===== src/rtl/nubus_master_seq_if.sv =====
// Local request and NuBus master-strobe bundle shared by the sequencer and its user.
// The master modport is the sequencer's view; slave is the requester/bus-driver side.
interface nubus_master_seq_if;
  logic       req_valid;
  logic       req_lock;
  logic [1:0] req_tm;
  logic       arb_win;
  logic       nub_startn;
  logic       nub_ackn;
  logic       nub_tm1n;
  logic       nub_tm0n;
  logic       mst_arbcyn;
  logic       mst_adrcyn;
  logic       mst_dtacyn;
  logic       mst_ownern;
  logic       mst_lockedn;
  logic       mst_tm1n;
  logic       mst_tm0n;
  logic       mst_timeout;
  logic       req_done;
  logic [1:0] req_status;

  modport master (
    input  req_valid, req_lock, req_tm, arb_win, nub_startn, nub_ackn, nub_tm1n, nub_tm0n,
    output mst_arbcyn, mst_adrcyn, mst_dtacyn, mst_ownern, mst_lockedn, mst_tm1n, mst_tm0n,
    output mst_timeout, req_done, req_status
  );

  modport slave (
    output req_valid, req_lock, req_tm, arb_win, nub_startn, nub_ackn, nub_tm1n, nub_tm0n,
    input  mst_arbcyn, mst_adrcyn, mst_dtacyn, mst_ownern, mst_lockedn, mst_tm1n, mst_tm0n,
    input  mst_timeout, req_done, req_status
  );
endinterface


===== src/rtl/nubus_master_seq.sv =====
// NuBus master transaction sequencer: arbitration, address, data/ACK-wait with timeout,
// optional NULL-ATTN for locked transfers, and completion status back to the requester.
module nubus_master_seq #(
  parameter int unsigned TIMEOUT_CYC = 255,
  parameter int unsigned ARB_SETTLE  = 2
) (
  input logic              nub_clkn,
  input logic              nub_reset,
  nubus_master_seq_if.master bus
);

  typedef enum logic [2:0] {StIdle, StArb, StAdr, StData, StAttn, StDone} state_e;

  localparam logic [1:0] SettleMax   = 2'(ARB_SETTLE);
  localparam logic [7:0] TimeoutLast = 8'(TIMEOUT_CYC - 1);

  state_e     state_q, state_d;
  logic [1:0] settle_q, settle_d;
  logic [7:0] tcnt_q, tcnt_d;
  logic       busy_q, busy_d;
  logic       lock_q, lock_d;
  logic [1:0] tm_q, tm_d;
  logic [1:0] status_q, status_d;

  logic qualify, ack, timeout_hit;

  // Strobes are decoded from state, so an async reset releases the bus at once.
  assign qualify     = ~busy_q & bus.arb_win & bus.nub_startn;
  assign ack         = ~bus.nub_ackn;
  assign timeout_hit = (tcnt_q == TimeoutLast);

  assign bus.mst_tm1n   = ~tm_q[1];
  assign bus.mst_tm0n   = ~tm_q[0];
  assign bus.req_status = status_q;

  always_comb begin
    state_d  = state_q;
    settle_d = settle_q;
    tcnt_d   = tcnt_q;
    lock_d   = lock_q;
    tm_d     = tm_q;
    status_d = status_q;
    busy_d   = busy_q;

    bus.mst_arbcyn  = 1'b1;
    bus.mst_adrcyn  = 1'b1;
    bus.mst_dtacyn  = 1'b1;
    bus.mst_ownern  = 1'b1;
    bus.mst_lockedn = 1'b1;
    bus.mst_timeout = 1'b0;
    bus.req_done    = 1'b0;

    if (ack) begin
      busy_d = 1'b0;
    end else if (!bus.nub_startn) begin
      busy_d = 1'b1;
    end

    unique case (state_q)
      StIdle: begin
        if (bus.req_valid) begin
          lock_d   = bus.req_lock;
          tm_d     = bus.req_tm;
          settle_d = 2'd0;
          state_d  = StArb;
        end
      end
      StArb: begin
        bus.mst_arbcyn = 1'b0;
        if (!bus.req_valid) begin
          state_d = StIdle;
        end else if (qualify) begin
          if (settle_q == SettleMax - 2'd1) begin
            state_d = StAdr;
          end else if (settle_q != SettleMax) begin
            settle_d = settle_q + 2'd1;
          end
        end else begin
          settle_d = 2'd0;
        end
      end
      StAdr: begin
        bus.mst_arbcyn  = 1'b0;
        bus.mst_adrcyn  = 1'b0;
        bus.mst_ownern  = 1'b0;
        bus.mst_lockedn = ~lock_q;
        tcnt_d          = 8'd0;
        state_d         = StData;
      end
      StData: begin
        // A locked transfer keeps RQST* asserted through the data phase.
        bus.mst_arbcyn  = ~lock_q;
        bus.mst_dtacyn  = 1'b0;
        bus.mst_ownern  = 1'b0;
        bus.mst_lockedn = ~lock_q;
        if (ack) begin
          status_d = {~bus.nub_tm1n, ~bus.nub_tm0n};
          state_d  = lock_q ? StAttn : StDone;
        end else if (timeout_hit) begin
          bus.mst_timeout = 1'b1;
          status_d        = 2'b11;
          state_d         = lock_q ? StAttn : StDone;
        end else begin
          tcnt_d = tcnt_q + 8'd1;
        end
      end
      StAttn: begin
        bus.mst_arbcyn = 1'b0;
        bus.mst_dtacyn = 1'b0;
        bus.mst_ownern = 1'b0;
        state_d        = StDone;
      end
      StDone: begin
        bus.req_done = 1'b1;
        state_d      = StIdle;
      end
      default: state_d = StIdle;
    endcase
  end

  always_ff @(posedge nub_clkn or posedge nub_reset) begin
    if (nub_reset) begin
      state_q  <= StIdle;
      settle_q <= 2'd0;
      tcnt_q   <= 8'd0;
      busy_q   <= 1'b0;
      lock_q   <= 1'b0;
      tm_q     <= 2'b00;
      status_q <= 2'b00;
    end else begin
      state_q  <= state_d;
      settle_q <= settle_d;
      tcnt_q   <= tcnt_d;
      busy_q   <= busy_d;
      lock_q   <= lock_d;
      tm_q     <= tm_d;
      status_q <= status_d;
    end
  end

endmodule


===== src/flat_wrapper.sv =====
// flat-port wrapper written by rule: the top's interface ports become plain ports
module nubus_master_seq_flat 
#(
  parameter int unsigned TIMEOUT_CYC = 255,
  parameter int unsigned ARB_SETTLE  = 2
)
  (nub_clkn, nub_reset, bus_req_valid, bus_req_lock, bus_req_tm, bus_arb_win, bus_nub_startn, bus_nub_ackn, bus_nub_tm1n, bus_nub_tm0n, bus_mst_arbcyn, bus_mst_adrcyn, bus_mst_dtacyn, bus_mst_ownern, bus_mst_lockedn, bus_mst_tm1n, bus_mst_tm0n, bus_mst_timeout, bus_req_done, bus_req_status);
  nubus_master_seq_if bus_i ();
  input logic nub_clkn;
  input logic nub_reset;
  input wire logic [$bits(bus_i.req_valid)-1:0] bus_req_valid;
  input wire logic [$bits(bus_i.req_lock)-1:0] bus_req_lock;
  input wire logic [$bits(bus_i.req_tm)-1:0] bus_req_tm;
  input wire logic [$bits(bus_i.arb_win)-1:0] bus_arb_win;
  input wire logic [$bits(bus_i.nub_startn)-1:0] bus_nub_startn;
  input wire logic [$bits(bus_i.nub_ackn)-1:0] bus_nub_ackn;
  input wire logic [$bits(bus_i.nub_tm1n)-1:0] bus_nub_tm1n;
  input wire logic [$bits(bus_i.nub_tm0n)-1:0] bus_nub_tm0n;
  output wire logic [$bits(bus_i.mst_arbcyn)-1:0] bus_mst_arbcyn;
  output wire logic [$bits(bus_i.mst_adrcyn)-1:0] bus_mst_adrcyn;
  output wire logic [$bits(bus_i.mst_dtacyn)-1:0] bus_mst_dtacyn;
  output wire logic [$bits(bus_i.mst_ownern)-1:0] bus_mst_ownern;
  output wire logic [$bits(bus_i.mst_lockedn)-1:0] bus_mst_lockedn;
  output wire logic [$bits(bus_i.mst_tm1n)-1:0] bus_mst_tm1n;
  output wire logic [$bits(bus_i.mst_tm0n)-1:0] bus_mst_tm0n;
  output wire logic [$bits(bus_i.mst_timeout)-1:0] bus_mst_timeout;
  output wire logic [$bits(bus_i.req_done)-1:0] bus_req_done;
  output wire logic [$bits(bus_i.req_status)-1:0] bus_req_status;
  assign bus_i.req_valid = bus_req_valid;
  assign bus_i.req_lock = bus_req_lock;
  assign bus_i.req_tm = bus_req_tm;
  assign bus_i.arb_win = bus_arb_win;
  assign bus_i.nub_startn = bus_nub_startn;
  assign bus_i.nub_ackn = bus_nub_ackn;
  assign bus_i.nub_tm1n = bus_nub_tm1n;
  assign bus_i.nub_tm0n = bus_nub_tm0n;
  assign bus_mst_arbcyn = bus_i.mst_arbcyn;
  assign bus_mst_adrcyn = bus_i.mst_adrcyn;
  assign bus_mst_dtacyn = bus_i.mst_dtacyn;
  assign bus_mst_ownern = bus_i.mst_ownern;
  assign bus_mst_lockedn = bus_i.mst_lockedn;
  assign bus_mst_tm1n = bus_i.mst_tm1n;
  assign bus_mst_tm0n = bus_i.mst_tm0n;
  assign bus_mst_timeout = bus_i.mst_timeout;
  assign bus_req_done = bus_i.req_done;
  assign bus_req_status = bus_i.req_status;
  nubus_master_seq #(.TIMEOUT_CYC(TIMEOUT_CYC), .ARB_SETTLE(ARB_SETTLE)) u_core (.nub_clkn(nub_clkn), .nub_reset(nub_reset), .bus(bus_i));
endmodule

===== config.mk =====
export PLATFORM = sky130hd
export DESIGN_NAME = nubus_master_seq_flat
export DESIGN_NICKNAME = d
export VERILOG_FILES = /design/src/rtl/nubus_master_seq_if.sv /design/src/rtl/nubus_master_seq.sv /design/src/flat_wrapper.sv
export SDC_FILE = /design/constraint.sdc
export NUM_CORES = 1
export LEC_CHECK = 0
export CAP_MARGIN = 5
export CORE_UTILIZATION = 45
export DETAILED_ROUTE_END_ITERATION = 12
export MAX_ROUTING_LAYER = met4
export PLACE_DENSITY = 0.72
export REMOVE_ABC_BUFFERS = 1
export SETUP_SLACK_MARGIN = 0.5
export SKIP_LAST_GASP = 1
export SLEW_MARGIN = 20
export SYNTH_ARGS = -nofsm -noshare
export SYNTH_HDL_FRONTEND = slang
export SYNTH_SLANG_ARGS = --single-unit

===== constraint.sdc =====
create_clock -name nub_clkn -period 1.55 [get_ports nub_clkn]
set_input_delay 0.3875 -clock nub_clkn [delete_from_list [all_inputs] [get_ports nub_clkn]]
set_output_delay 0.3875 -clock nub_clkn [all_outputs]
set_load 0.05 [all_outputs]

Yosys cells after proc, flatten, opt, wreduce, memory -nomap -nowiden
Cells that the tools add are included.
Storage, ports and cells
  output and inout port bits: 11
  word-level logic and storage cells: 78
  input port bits: 11
  bits in registers: 19
Cells by class
  mux-type cells: 30
  reduce and logical (&&, ||, !) cells: 12
  bitwise logic cells: 8
  add/subtract/negate cells: 2
  equal/unequal tests: 19
Operators by type and width (count)
  3-bit 2-to-1 mux: 6
  8-bit 2-to-1 mux: 2
  8-bit one-hot mux with 2 select lines: 1
  3-bit one-hot mux with 5 select lines: 1
  2-bit 2-to-1 mux: 7
  2-bit != test (second input constant): 6
  1-bit 2-to-1 mux: 11
  3-bit by 2-bit != test with 1-bit output (second input constant): 3
  8-bit by 1-bit adder with 8-bit output (second input constant): 1
  8-bit equality test (second input constant): 1
  3-bit by 2-bit equality test with 1-bit output (second input constant): 2
  3-bit equality test (second input constant): 2
  3-bit != test (second input constant): 2
  1-bit NOT: 6
  3-bit OR reduction: 2
  5-bit AND reduction: 1
  2-bit one-hot mux with 2 select lines: 1
  2-bit AND reduction: 2
  4-bit AND reduction: 1
  2-bit nonzero test: 2
  2-bit OR reduction: 2
  3-bit by 1-bit equality test with 1-bit output (second input constant): 1
  3-bit zero test: 1
  3-bit AND reduction: 1
  other kinds (5): 6

Longest topological paths before layout
Gate-level depths: netlist (run 1).
  depth after elaboration: 6
  gate-level depth with buffers: 6
  depth with buffers taken out: 6

Least setup slack after synthesis (run 1)
OpenSTA, ideal clock, no wires.
  path kind: reg-to-output
  from: register u_core.state_q[0]
  to: output port bus_mst_arbcyn
  buffers on the path: 1
  arrival: 1.726 ns
  cell stages (with the launch flop): 4
  data required time: 1.162 ns
  setup slack: -0.563 ns
  cell sequence: dfrtp_1 -> buf_2 -> nand2_1 -> o21ai_0
On the way
  longest elaborated chain between the ends: 3
  elaborated cells between the ends (all ways): 6
  classes of those cells: eq/ne: 4; mux: 1; reduce/logical: 1
RTL lines
  from (decl): line nubus_master_seq.sv:17  | state_e state_q, state_d;
  from (signal assigned): line nubus_master_seq.sv:123  | state_q <= StIdle;
  from (signal assigned): line nubus_master_seq.sv:131  | state_q <= state_d;
  3-bit by 2-bit equality test with 1-bit output, or another cell as far along: line nubus_master_seq.sv:59  | unique case (state_q)
  3-bit OR reduction (no line)
  1-bit one-hot mux with 2 select lines *: line nubus_master_seq.sv:59
  to (decl): line flat_wrapper.sv:19  | output wire logic [$bits(bus_i.mst_arbcyn)-1:0] bus_mst_arbcyn;
Every way passes the cells marked *; elsewhere a longest branch is shown, timed or not.

Worst setup path in the final report (run 1)
  from: register u_core.state_q[2]
  to: output port bus_mst_timeout
On the way
  longest elaborated chain between the ends: 2
RTL lines
  3-bit by 2-bit equality test with 1-bit output: line nubus_master_seq.sv:59
  1-bit 2-to-1 mux: line nubus_master_seq.sv:59
  to (decl): line flat_wrapper.sv:26  | output wire logic [$bits(bus_i.mst_timeout)-1:0] bus_mst_timeout;
No other way between the ends.

==> results of run 1 <==
## worst reg2reg max path, delay by kind of cell, from the launching register on
kind | cells | cell delay [ps]
compound gates | 3 | 690
flops | 1 | 370
fa+ha+maj | 1 | 180
buf+inv | 4 | 450
## kinds of logic (layout without fill, tap and decap cells)
group,Yosys count,count (layout),synth area share [%]
flops,19,19,44.8
buf+inv,12,75,5.31
compound gates,24,24,14.4
mux,6,6,6.13
xor+xnor,1,1,0.826
simple gates,46,46,23.8
fa+ha+maj,4,4,4.72
## cell usage after synthesis
master / n / area, um2
sky130_fd_sc_hd__a21boi_0: 1 / 7.51
sky130_fd_sc_hd__a21o_1: 1 / 7.51
sky130_fd_sc_hd__a21oi_1: 6 / 30.0
sky130_fd_sc_hd__a22o_1: 1 / 8.76
sky130_fd_sc_hd__a2bb2oi_1: 2 / 17.5
sky130_fd_sc_hd__a41o_1: 1 / 10.0
sky130_fd_sc_hd__a41oi_1: 1 / 8.76
sky130_fd_sc_hd__and2b_1: 1 / 7.51
sky130_fd_sc_hd__and3b_1: 1 / 8.76
sky130_fd_sc_hd__and4_1: 1 / 8.76
sky130_fd_sc_hd__and4b_1: 1 / 10.0
sky130_fd_sc_hd__buf_2: 3 / 15.0
sky130_fd_sc_hd__buf_6: 1 / 11.3
sky130_fd_sc_hd__dfrtp_1: 19 / 475
sky130_fd_sc_hd__ha_1: 4 / 50.1
sky130_fd_sc_hd__inv_1: 8 / 30.0
sky130_fd_sc_hd__mux2_2: 4 / 45.0
sky130_fd_sc_hd__mux2i_1: 2 / 20.0
sky130_fd_sc_hd__nand2_1: 12 / 45.0
sky130_fd_sc_hd__nand3_1: 9 / 45.0
sky130_fd_sc_hd__nand4_1: 3 / 18.8
sky130_fd_sc_hd__nand4b_1: 1 / 8.76
sky130_fd_sc_hd__nand4b_4: 1 / 23.8
sky130_fd_sc_hd__nor2_1: 9 / 33.8
sky130_fd_sc_hd__nor2b_1: 1 / 6.26
sky130_fd_sc_hd__nor3_1: 2 / 10.0
sky130_fd_sc_hd__o211ai_1: 2 / 15.0
sky130_fd_sc_hd__o21ai_0: 8 / 40.0
sky130_fd_sc_hd__o31ai_1: 1 / 7.51
sky130_fd_sc_hd__or2_2: 1 / 6.26
sky130_fd_sc_hd__or3_1: 2 / 12.5
sky130_fd_sc_hd__or4_1: 1 / 7.51
sky130_fd_sc_hd__xnor2_1: 1 / 8.76
## worst min-delay path by stage
stage / end / startpoint / depth (start not counted)
after floorplan: u_core.bus.req_status[0] / nub_reset / 1
after global placement: u_core.tm_q[1] / u_core.tm_q[1] / 1
after detailed placement: u_core.tm_q[1] / u_core.tm_q[1] / 1
after CTS: u_core.tm_q[1] / nub_reset / 3
after global routing: u_core.tcnt_q[5] / nub_reset / 3
final: u_core.tcnt_q[5] / nub_reset / 3
## registers in the layout, summed over array words and instances (netlist names)
name	flops
u_core.state_q	3
u_core.settle_q	2
u_core.tcnt_q	8
u_core.lock_q	1
u_core.busy_q	1
u_core.tm_q	2
u_core.bus.req_status	2
## power groups by stage
stage,Clock [mW],Combinational (mW),Sequential (mW)
after global placement,0,0.383,0.613
after CTS,0.255,0.443,0.616
after floorplan,0,0.160,0.632
after detailed placement,0,0.399,0.618
final,0.264,0.465,0.630
after global routing,0.290,0.497,0.637
## what timing repair did
| item | 4_1_cts | 5_1_grt |
|---|---|---|
| pin swaps | 12 | 10 |
| resized for setup | 45 | 23 |
| endpoints found under the setup margin | 29 | 29 |
| gates cloned | 0 | 0 |
| buffers inserted | 9 | 4 |
## per-stage QoR
stage / utilization, % / TNS (ps)
after global placement: 72.1 / -3600
after detailed placement: 72.1 / -4160
after floorplan: - / -1830
final: 87.8 / -2780
after global routing: 87.8 / -3760
after CTS: 82.7 / -1660
## metal layers
layer  track usage, %  up-vias  share of wire [%]
met3             2.42       15                2.4
met1             28.8      541                 39
met2             54.9       31                 53
met4             19.9        0                4.9
met5                -        -                  0
li1                 -      530                  -
## area by class of cell
cell class,count,area [um2]
clock inverters,1,5.00
multi-input cells,81,696
well taps,28,35.0
inverters,8,30.0
fillers,88,270
flip-flops and latches,19,479
clock buffers,3,22.5
repair buffers,63,674
==> report_table.html, run 1 <==
<table>
<tr><th>Metric</th><th>Value</th></tr>
<tr><th colspan="2">Floorplanning</th></tr>
<tr><td>Die Y-Extent</td><td>50.6 um</td></tr>
<tr><td>Die Span X</td><td>50.6 um</td></tr>
<tr><td>CORE AREA</td><td>around 0.0022 mm2</td></tr>
<tr><td>Std cell rows</td><td>17</td></tr>
<tr><td>I/O pin cnt</td><td>22</td></tr>
<tr><td>Die ar.</td><td>0.00256 mm2</td></tr>
<tr><td>Starting utilization of the core area</td><td>between 40% and 50%</td></tr>
<tr><th colspan="2">STA</th></tr>
<tr><td>Fmax</td><td>551 MHz</td></tr>
<tr><td>Setup Skew</td><td>3.14 ps</td></tr>
<tr><td>Final period util</td><td>117%</td></tr>
<tr><td>Rel. slew slack</td><td>between 70% and 80%</td></tr>
<tr><td>Shortest clock period the worst path allows after layout</td><td>1820 ps</td></tr>
<tr><td>Post-route worst setup slack</td><td>-265 ps</td></tr>
<tr><td>Final worst hold slack</td><td>~390 ps</td></tr>
<tr><td>Max Transition Viols Final</td><td>0</td></tr>
<tr><td>Final setup violating endpoints</td><td>16</td></tr>
<tr><td>Slew at the pin closest to its max-slew limit</td><td>336 ps</td></tr>
<tr><td>Setup repair after global routing missed its margin</td><td>true</td></tr>
<tr><td>Final count of hold timing violations</td><td>0</td></tr>
<tr><th colspan="2">Place</th></tr>
<tr><td>Cell count after placement</td><td>186</td></tr>
<tr><td>Last weighted congestion value of the routability-driven placer</td><td>0.866</td></tr>
<tr><td>Detailed placement HPWL</td><td>2.03 mm</td></tr>
<tr><td>Total of buffers placed on input and output ports</td><td>21</td></tr>
<tr><td>Post-detailed-placement cell area</td><td>between 0.0015 and 0.002 mm2</td></tr>
<tr><td>Setup slack at placement</td><td>-502 ps</td></tr>
<tr><th colspan="2">Global routing</th></tr>
<tr><td>All-layer global routing usage</td><td>between 20% and 30%</td></tr>
<tr><td>Via count of the first global-routing pass</td><td>1162</td></tr>
<tr><td>Global-route wire length before repair</td><td>5.17 mm</td></tr>
<tr><td>Largest net degree at the start of global routing</td><td>20</td></tr>
<tr><td>GR Overflow Total</td><td>0</td></tr>
<tr><td>Antenna violations before repair</td><td>0</td></tr>
<tr><th colspan="2">Route</th></tr>
<tr><td>Total detailed-routing wirelength</td><td>roughly 3.5 mm</td></tr>
<tr><td>Via density per instance</td><td>5.50</td></tr>
<tr><td>Detailed-routing iteration count for the pre-antenna-repair pass</td><td>4</td></tr>
<tr><td>Via count of the routed design</td><td>1117</td></tr>
<tr><td>Routed wirelength normalized by instance count</td><td>17.5 um</td></tr>
<tr><td>Remaining design rule violation count</td><td>0</td></tr>
<tr><td>Post-route ant nets</td><td>0</td></tr>
<tr><td>Initial drt markers</td><td>27</td></tr>
<tr><th colspan="2">Synth</th></tr>
<tr><td>Flip-flop and latch count after synthesis</td><td>19</td></tr>
<tr><td>Yosys synthesis warning count</td><td>0</td></tr>
<tr><td>Unique masters post-synth</td><td>33</td></tr>
<tr><td>Number of instances in the synthesized netlist</td><td>112</td></tr>
<tr><td>Post-Syn Area per Cell</td><td>about 9.5 um2</td></tr>
<tr><td>Sequential element share of the synthesized area</td><td>44.8%</td></tr>
<tr><td>Mapped Area</td><td>0.00106 mm2</td></tr>
<tr><th colspan="2">Worst setup path</th></tr>
<tr><td>Crit. Startpoint</td><td>u_core.state_q[2]</td></tr>
<tr><td>Setup crit end kind</td><td>primary output</td></tr>
<tr><td>Startpoint Class</td><td>register</td></tr>
<tr><td>Crit path cell chain</td><td>nand4b_4 -&gt; buf_4 -&gt; nor2_2 -&gt; buf_12</td></tr>
<tr><td>Depth of the critical timing path with buffers and inverters included</td><td>4</td></tr>
<tr><td>WS Path Type</td><td>reg -&gt; out</td></tr>
<tr><td>Cell with the largest stage delay on the worst path</td><td>sky130_fd_sc_hd__dfrtp_2</td></tr>
<tr><td>Max incr delay on CP</td><td>470 ps</td></tr>
<tr><td>Reg-to-reg setup timing slack</td><td>-240 ps</td></tr>
<tr><td>Number of buffer and inverter stages on the critical path</td><td>2</td></tr>
<tr><td>Worst reg2reg path endpoint</td><td>u_core.tcnt_q[7]</td></tr>
<tr><td>Crit path max-delay family</td><td>flip-flops</td></tr>
<tr><td>Reg-to-reg startpoint</td><td>u_core.tcnt_q[0]</td></tr>
<tr><td>Critical path data required time</td><td>1160 ps</td></tr>
<tr><td>Crit path arrival time</td><td>about 1400 ps</td></tr>
<tr><td>Depth of the most critical reg-to-reg path</td><td>8</td></tr>
<tr><td>Destination of the critical timing path</td><td>bus_mst_timeout</td></tr>
<tr><td>Max FO, Critical Path</td><td>4</td></tr>
<tr><th colspan="2">Clock network</th></tr>
<tr><td>Clock Root Buffer</td><td>sky130_fd_sc_hd__clkbuf_4</td></tr>
<tr><td>Clock Pin Slew Worst Setup and Hold Paths</td><td>~110 ps</td></tr>
<tr><td>Total CTS buffers</td><td>3</td></tr>
<tr><td>Clock Sink Count</td><td>19</td></tr>
<tr><td>Maximum count of clock buffers along a single path</td><td>2</td></tr>
<tr><td>Hold buffer count at cts</td><td>0</td></tr>
<tr><td>Clock H-tree levels</td><td>1</td></tr>
<tr><td>Later-pin clock latency in the skew report</td><td>between 300 and 400 ps</td></tr>
<tr><td>TritonCTS clock tree</td><td>built</td></tr>
<tr><th colspan="2">Layout</th></tr>
<tr><td>Most used cells in the layout excluding fill and tap cells</td><td>sky130_fd_sc_hd__buf_4 (30), sky130_fd_sc_hd__dfrtp_1 (16), sky130_fd_sc_hd__buf_6 (12), sky130_fd_sc_hd__buf_12 (10)</td></tr>
<tr><td>Finished Layout Cells</td><td>203</td></tr>
<tr><td>Area delta synth-&gt;final</td><td>83.0%</td></tr>
<tr><td>Design area</td><td>0.00194 mm2</td></tr>
<tr><td>Most common library cell in the layout ignoring fill and taps</td><td>sky130_fd_sc_hd__buf_4</td></tr>
<tr><td>Antenna cell count</td><td>0</td></tr>
<tr><td>Final net count</td><td>between 150 and 200</td></tr>
<tr><td>Ratio of cells with drive above 1 in the final layout</td><td>55.4%</td></tr>
<tr><th colspan="2">Power</th></tr>
<tr><td>Peak supply drop</td><td>695 uV</td></tr>
<tr><td>Switching power summed over all nets</td><td>0.467 mW</td></tr>
<tr><td>Switch share</td><td>34.4%</td></tr>
<tr><td>Part of the total power dissipated in combinational logic</td><td>between 30 and 40%</td></tr>
<tr><td>Leakage</td><td>0.909 nW</td></tr>
<tr><td>Design internal power</td><td>between 0.8 and 0.9 mW</td></tr>
<tr><td>Fraction of power consumed by the clock network</td><td>19.4%</td></tr>
<tr><td>Sequential cell fraction of total power</td><td>46.4%</td></tr>
<tr><td>Overall power of the completed layout</td><td>1.36 mW</td></tr>
<tr><td>PwrDens</td><td>700 mW/mm2</td></tr>
<tr><th colspan="2">Worst hold path</th></tr>
<tr><td>Worst min path class</td><td>in -&gt; async</td></tr>
<tr><th colspan="2">Status</th></tr>
<tr><td>Violated checks</td><td>setup timing</td></tr>
<tr><td>Status</td><td>finished, violations left</td></tr>
<tr><th colspan="2">Run</th></tr>
<tr><td>Max-capacitance violation count</td><td>0</td></tr>
</table>
No activity file was read; power rests on OpenSTA's default activity.
==> inputs of run 2 (changes only) <==
--- a/config.mk
+++ b/config.mk
@@ -6,10 +6,10 @@
 export NUM_CORES = 1
 export LEC_CHECK = 0
 export CAP_MARGIN = 5
-export CORE_UTILIZATION = 45
+export CORE_UTILIZATION = 49
 export DETAILED_ROUTE_END_ITERATION = 12
 export MAX_ROUTING_LAYER = met4
-export PLACE_DENSITY = 0.72
+export PLACE_DENSITY = 0.75
 export REMOVE_ABC_BUFFERS = 1
 export SETUP_SLACK_MARGIN = 0.5
 export SKIP_LAST_GASP = 1
==> constraint.sdc (replaced) <==
create_clock -name nub_clkn -period 1.9 [get_ports nub_clkn]
set_input_delay 0.475 -clock nub_clkn [delete_from_list [all_inputs] [get_ports nub_clkn]]
set_output_delay 0.475 -clock nub_clkn [all_outputs]
set_load 0.05 [all_outputs]
==> run 2 against run 1 <==
Compared with the run above:
- the flow still finishes with violations (setup timing)
- utilization grew 5.4 points
- first-iteration DRC count grew 74%
- critical path type unchanged
- register-to-register slack gained 290 ps
- clock skew grew 6.4 ps
- cell count shrank 2.0%
- sequential power shrank 18%
==> report_table.html, run 2 (synthesis gave the netlist of run 1 again) <==
<table>
<tr><th>Metric</th><th>Value</th></tr>
<tr><th colspan="2">Status</th></tr>
<tr><td>Status</td><td>finished, violations left</td></tr>
<tr><td>Violated checks</td><td>setup timing</td></tr>
<tr><th colspan="2">Place</th></tr>
<tr><td>Total of buffers placed on input and output ports</td><td>21 (unchanged)</td></tr>
<tr><td>Cell count after placement</td><td>165 (-11%)</td></tr>
<tr><td>Last weighted congestion value of the routability-driven placer</td><td>0.788 (-9.0%)</td></tr>
<tr><td>Setup slack at placement</td><td>-214 ps (+288 ps)</td></tr>
<tr><td>Post-detailed-placement cell area</td><td>0.00139 mm2 (-13%)</td></tr>
<tr><td>Detailed placement HPWL</td><td>1.76 mm (-13%)</td></tr>
<tr><th colspan="2">Layout</th></tr>
<tr><td>Ratio of cells with drive above 1 in the final layout</td><td>51.7% (-3.7 points)</td></tr>
<tr><td>Largest regs</td><td>u_core.tcnt_q: 8 flops, u_core.state_q: 3 flops</td></tr>
<tr><td>Finished Layout Cells</td><td>199 (-2.0%)</td></tr>
<tr><td>Flip-flop count of the largest register, all copies and words added</td><td>8 (unchanged)</td></tr>
<tr><td>Most common library cell in the layout ignoring fill and taps</td><td>sky130_fd_sc_hd__buf_4</td></tr>
<tr><td>Area delta synth-&gt;final</td><td>75.8%</td></tr>
<tr><td>FF/Latch Area</td><td>479 um2 (unchanged)</td></tr>
<tr><td>Footprint of the multi-input gates</td><td>676 um2 (-2.9%)</td></tr>
<tr><td>Most flops, register</td><td>u_core.tcnt_q</td></tr>
<tr><td>Antenna cell count</td><td>0 (unchanged)</td></tr>
<tr><td>Design area</td><td>0.00187 mm2 (-3.9%)</td></tr>
<tr><td>Most used cells in the layout excluding fill and tap cells</td><td>sky130_fd_sc_hd__buf_4 (28), sky130_fd_sc_hd__dfrtp_1 (16), sky130_fd_sc_hd__buf_6 (14), sky130_fd_sc_hd__nand3_1 (9), sky130_fd_sc_hd__nand2_1 (9)</td></tr>
<tr><td>Number of filler instances in the final layout</td><td>65 (-26%)</td></tr>
<tr><td>Final net count</td><td>188 (-1.6%)</td></tr>
<tr><th colspan="2">Route</th></tr>
<tr><td>Routed wirelength normalized by instance count</td><td>20.1 um (+15%)</td></tr>
<tr><td>Via count of the routed design</td><td>1186 (+6.2%)</td></tr>
<tr><td>Initial drt markers</td><td>47 (+74%)</td></tr>
<tr><td>Total detailed-routing wirelength</td><td>3.99 mm (+13%)</td></tr>
<tr><td>Remaining design rule violation count</td><td>0 (unchanged)</td></tr>
<tr><td>Post-route ant nets</td><td>0 (unchanged)</td></tr>
<tr><td>Via density per instance</td><td>5.96 (+8.3%)</td></tr>
<tr><td>Detailed-routing iteration count for the pre-antenna-repair pass</td><td>4 (unchanged)</td></tr>
<tr><th colspan="2">Power</th></tr>
<tr><td>Fraction of power consumed by the clock network</td><td>19.5% (about the same)</td></tr>
<tr><td>Sequential cell fraction of total power</td><td>46.9% (+0.5 points)</td></tr>
<tr><td>Switching power summed over all nets</td><td>0.375 mW (-20%)</td></tr>
<tr><td>Part of the total power dissipated in combinational logic</td><td>33.6% (-0.6 points)</td></tr>
<tr><td>Design internal power</td><td>0.721 mW (-19%)</td></tr>
<tr><td>Switch share</td><td>34.2% (-0.13 points)</td></tr>
<tr><td>Leakage</td><td>0.870 nW (-4.4%)</td></tr>
<tr><td>PwrDens</td><td>588 mW/mm2 (-16%)</td></tr>
<tr><td>Peak supply drop</td><td>620 uV (-11%)</td></tr>
<tr><th colspan="2">Worst setup path</th></tr>
<tr><td>Setup crit end kind</td><td>primary output</td></tr>
<tr><td>Startpoint Class</td><td>register</td></tr>
<tr><td>Cell with the largest stage delay on the worst path</td><td>sky130_fd_sc_hd__dfrtp_1</td></tr>
<tr><td>Crit. Startpoint</td><td>u_core.tcnt_q[0]</td></tr>
<tr><td>Reg-to-reg startpoint</td><td>u_core.tcnt_q[0]</td></tr>
<tr><td>Critical path data required time</td><td>1420 ps (+260 ps)</td></tr>
<tr><td>Crit path cell chain</td><td>inv_1 -&gt; ha_2 -&gt; nand4_1 -&gt; nor2_2 -&gt; buf_12</td></tr>
<tr><td>Number of buffer and inverter stages on the critical path</td><td>2 (unchanged)</td></tr>
<tr><td>WS Path Type</td><td>reg -&gt; out</td></tr>
<tr><td>Crit path arrival time</td><td>1450 ps (+20 ps)</td></tr>
<tr><td>Crit path max-delay family</td><td>flip-flops</td></tr>
<tr><td>Max FO, Critical Path</td><td>2 (-2)</td></tr>
<tr><td>Max incr delay on CP</td><td>400 ps (-70 ps)</td></tr>
<tr><th colspan="2">Floorplanning</th></tr>
<tr><td>Die Span X</td><td>48.5 um (-4.0%)</td></tr>
<tr><td>Die ar.</td><td>0.00236 mm2 (-7.8%)</td></tr>
<tr><td>Die Y-Extent</td><td>48.5 um (-4.0%)</td></tr>
<tr><td>I/O pin cnt</td><td>22 (unchanged)</td></tr>
<tr><td>Starting utilization of the core area</td><td>53.0% (+5.0 points)</td></tr>
<tr><td>CORE AREA</td><td>0.00200 mm2 (-9.5%)</td></tr>
<tr><td>Std cell rows</td><td>16 (-1)</td></tr>
<tr><th colspan="2">Global routing</th></tr>
<tr><td>Global-route wire length before repair</td><td>5.04 mm (-2.4%)</td></tr>
<tr><td>All-layer global routing usage</td><td>29.2% (-0.28 points)</td></tr>
<tr><td>Via count of the first global-routing pass</td><td>1075 (-7.5%)</td></tr>
<tr><td>Antenna violations before repair</td><td>0 (unchanged)</td></tr>
<tr><td>Largest net degree at the start of global routing</td><td>20 (unchanged)</td></tr>
<tr><td>GR Overflow Total</td><td>0 (unchanged)</td></tr>
<tr><th colspan="2">STA</th></tr>
<tr><td>Final setup violating endpoints</td><td>1 (-15)</td></tr>
<tr><td>Slew at the pin closest to its max-slew limit</td><td>309 ps (-26.9 ps)</td></tr>
<tr><td>Setup repair after global routing missed its margin</td><td>true</td></tr>
<tr><td>Rel. slew slack</td><td>79.1% (+1.7 points)</td></tr>
<tr><td>Final period util</td><td>101%</td></tr>
<tr><td>Post-route worst setup slack</td><td>-27.9 ps (+238 ps)</td></tr>
<tr><td>Shortest clock period the worst path allows after layout</td><td>1930 ps</td></tr>
<tr><td>Setup Skew</td><td>9.51 ps (+6.38 ps)</td></tr>
<tr><td>Fin Setup TNS</td><td>-27.9 ps (+2750 ps)</td></tr>
<tr><td>Max Transition Viols Final</td><td>0 (unchanged)</td></tr>
<tr><td>Fmax</td><td>a little over 500 MHz</td></tr>
<tr><td>Final count of hold timing violations</td><td>0 (unchanged)</td></tr>
<tr><th colspan="2">Run</th></tr>
<tr><td>Max-capacitance violation count</td><td>0 (unchanged)</td></tr>
<tr><th colspan="2">Clock network</th></tr>
<tr><td>Clock Sink Count</td><td>19 (unchanged)</td></tr>
<tr><td>Later-pin clock latency in the skew report</td><td>300 ps (about the same)</td></tr>
<tr><td>Clock Root Buffer</td><td>sky130_fd_sc_hd__clkbuf_4</td></tr>
<tr><td>TritonCTS clock tree</td><td>built</td></tr>
<tr><td>Clock H-tree levels</td><td>1 (unchanged)</td></tr>
<tr><td>Clock Pin Slew Worst Setup and Hold Paths</td><td>120 ps (about the same)</td></tr>
<tr><td>Maximum count of clock buffers along a single path</td><td>2 (unchanged)</td></tr>
<tr><td>Hold buffer count at cts</td><td>0 (unchanged)</td></tr>
<tr><td>Total CTS buffers</td><td>3 (unchanged)</td></tr>
<tr><th colspan="2">Worst hold path</th></tr>
<tr><td>Worst min path class</td><td>in -&gt; async</td></tr>
</table>
run 2: cell count changes in the layout (fill, tap and decap cells not counted), sizes merged:
cell / delta
clkbuf: +2
dlygate4sd2: +1
buf: -4
clkinv: -1
clkdlybuf4s50: -1
run 2: layout make-up:
type	instances	area share (%)
Clock buffer	4	1.41
Inverter	8	1.61
Multi-Input combinational cell	81	36.2
Sequential cell	19	25.7
Tap cell	27	1.81
Timing Repair Buffer	60	33.3
run 2: stage by stage:
| stage | power [mW] | utilization [%] | hold slack (ps) |
|---|---|---|---|
| after global placement | 0.737 | 69.6 | 489 |
| after CTS | 1.03 | 84.8 | 483 |
| after detailed placement | 0.748 | 69.6 | 504 |
| final | 1.10 | 93.2 | 516 |
| after floorplan | 0.646 | - | 426 |
| after global routing | 1.14 | 93.2 | 536 |
run 2: worst paths after layout:
path                                            end  slack [ps]  cells after the start
max                                 bus_mst_timeout         -30                      5
min                               u_core.state_q[0]         520                      3
max reg2reg                u_core.bus.req_status[0]          50                     10
min reg2reg                      u_core.settle_q[1]         580                      2
max in group asynchronous         u_core.state_q[1]        1150                      3
min in group nub_clkn                 u_core.busy_q         580                      2
run 2: layer usage:
| metal | GRT usage, % | routed length (um) | vias to the layer above |
|---|---|---|---|
| li1 | - | - | 523 |
| met1 | 33.6 | 1590 | 572 |
| met2 | 51.4 | 1990 | 67 |
| met3 | 2.52 | 226 | 24 |
| met4 | 14.2 | 180 | 0 |
| met5 | - | 0 | - |
run 2: power by group through the flow:
stage,sequential [mW],clock (mW),combinational (mW)
2_1_floorplan,0.516,0,0.130
3_3_place_gp,0.517,0,0.220
3_5_place_dp,0.520,0,0.228
4_1_cts,0.501,0.217,0.308
5_1_grt,0.519,0.235,0.391
6_report,0.514,0.214,0.368
run 2: repair_timing:
item	4_1_cts	5_1_grt
setup buffers	22	8
pin swaps	10	8
endpoints found under the setup margin	20	28
resized for setup	39	26
run 2: worst register-to-register path: cells and delay by family (launching register included):
| family | cells | cell delay (ps) |
|---|---|---|
| adders and majority gates | 1 | 190 |
| DFF | 1 | 400 |
| buffers and inverters | 6 | 650 |
| AOI/OAI and AO/OA | 2 | 360 |
| and+or+nand+nor | 1 | 140 |
==> inputs of run 3 (changes only) <==
--- a/config.mk
+++ b/config.mk
@@ -13,7 +13,6 @@
 export REMOVE_ABC_BUFFERS = 1
 export SETUP_SLACK_MARGIN = 0.5
 export SKIP_LAST_GASP = 1
-export SLEW_MARGIN = 20
 export SYNTH_ARGS = -nofsm -noshare
 export SYNTH_HDL_FRONTEND = slang
 export SYNTH_SLANG_ARGS = --single-unit
==> results of run 3 <==
The final DEF is identical to that of run 2; final timing and power are the same.
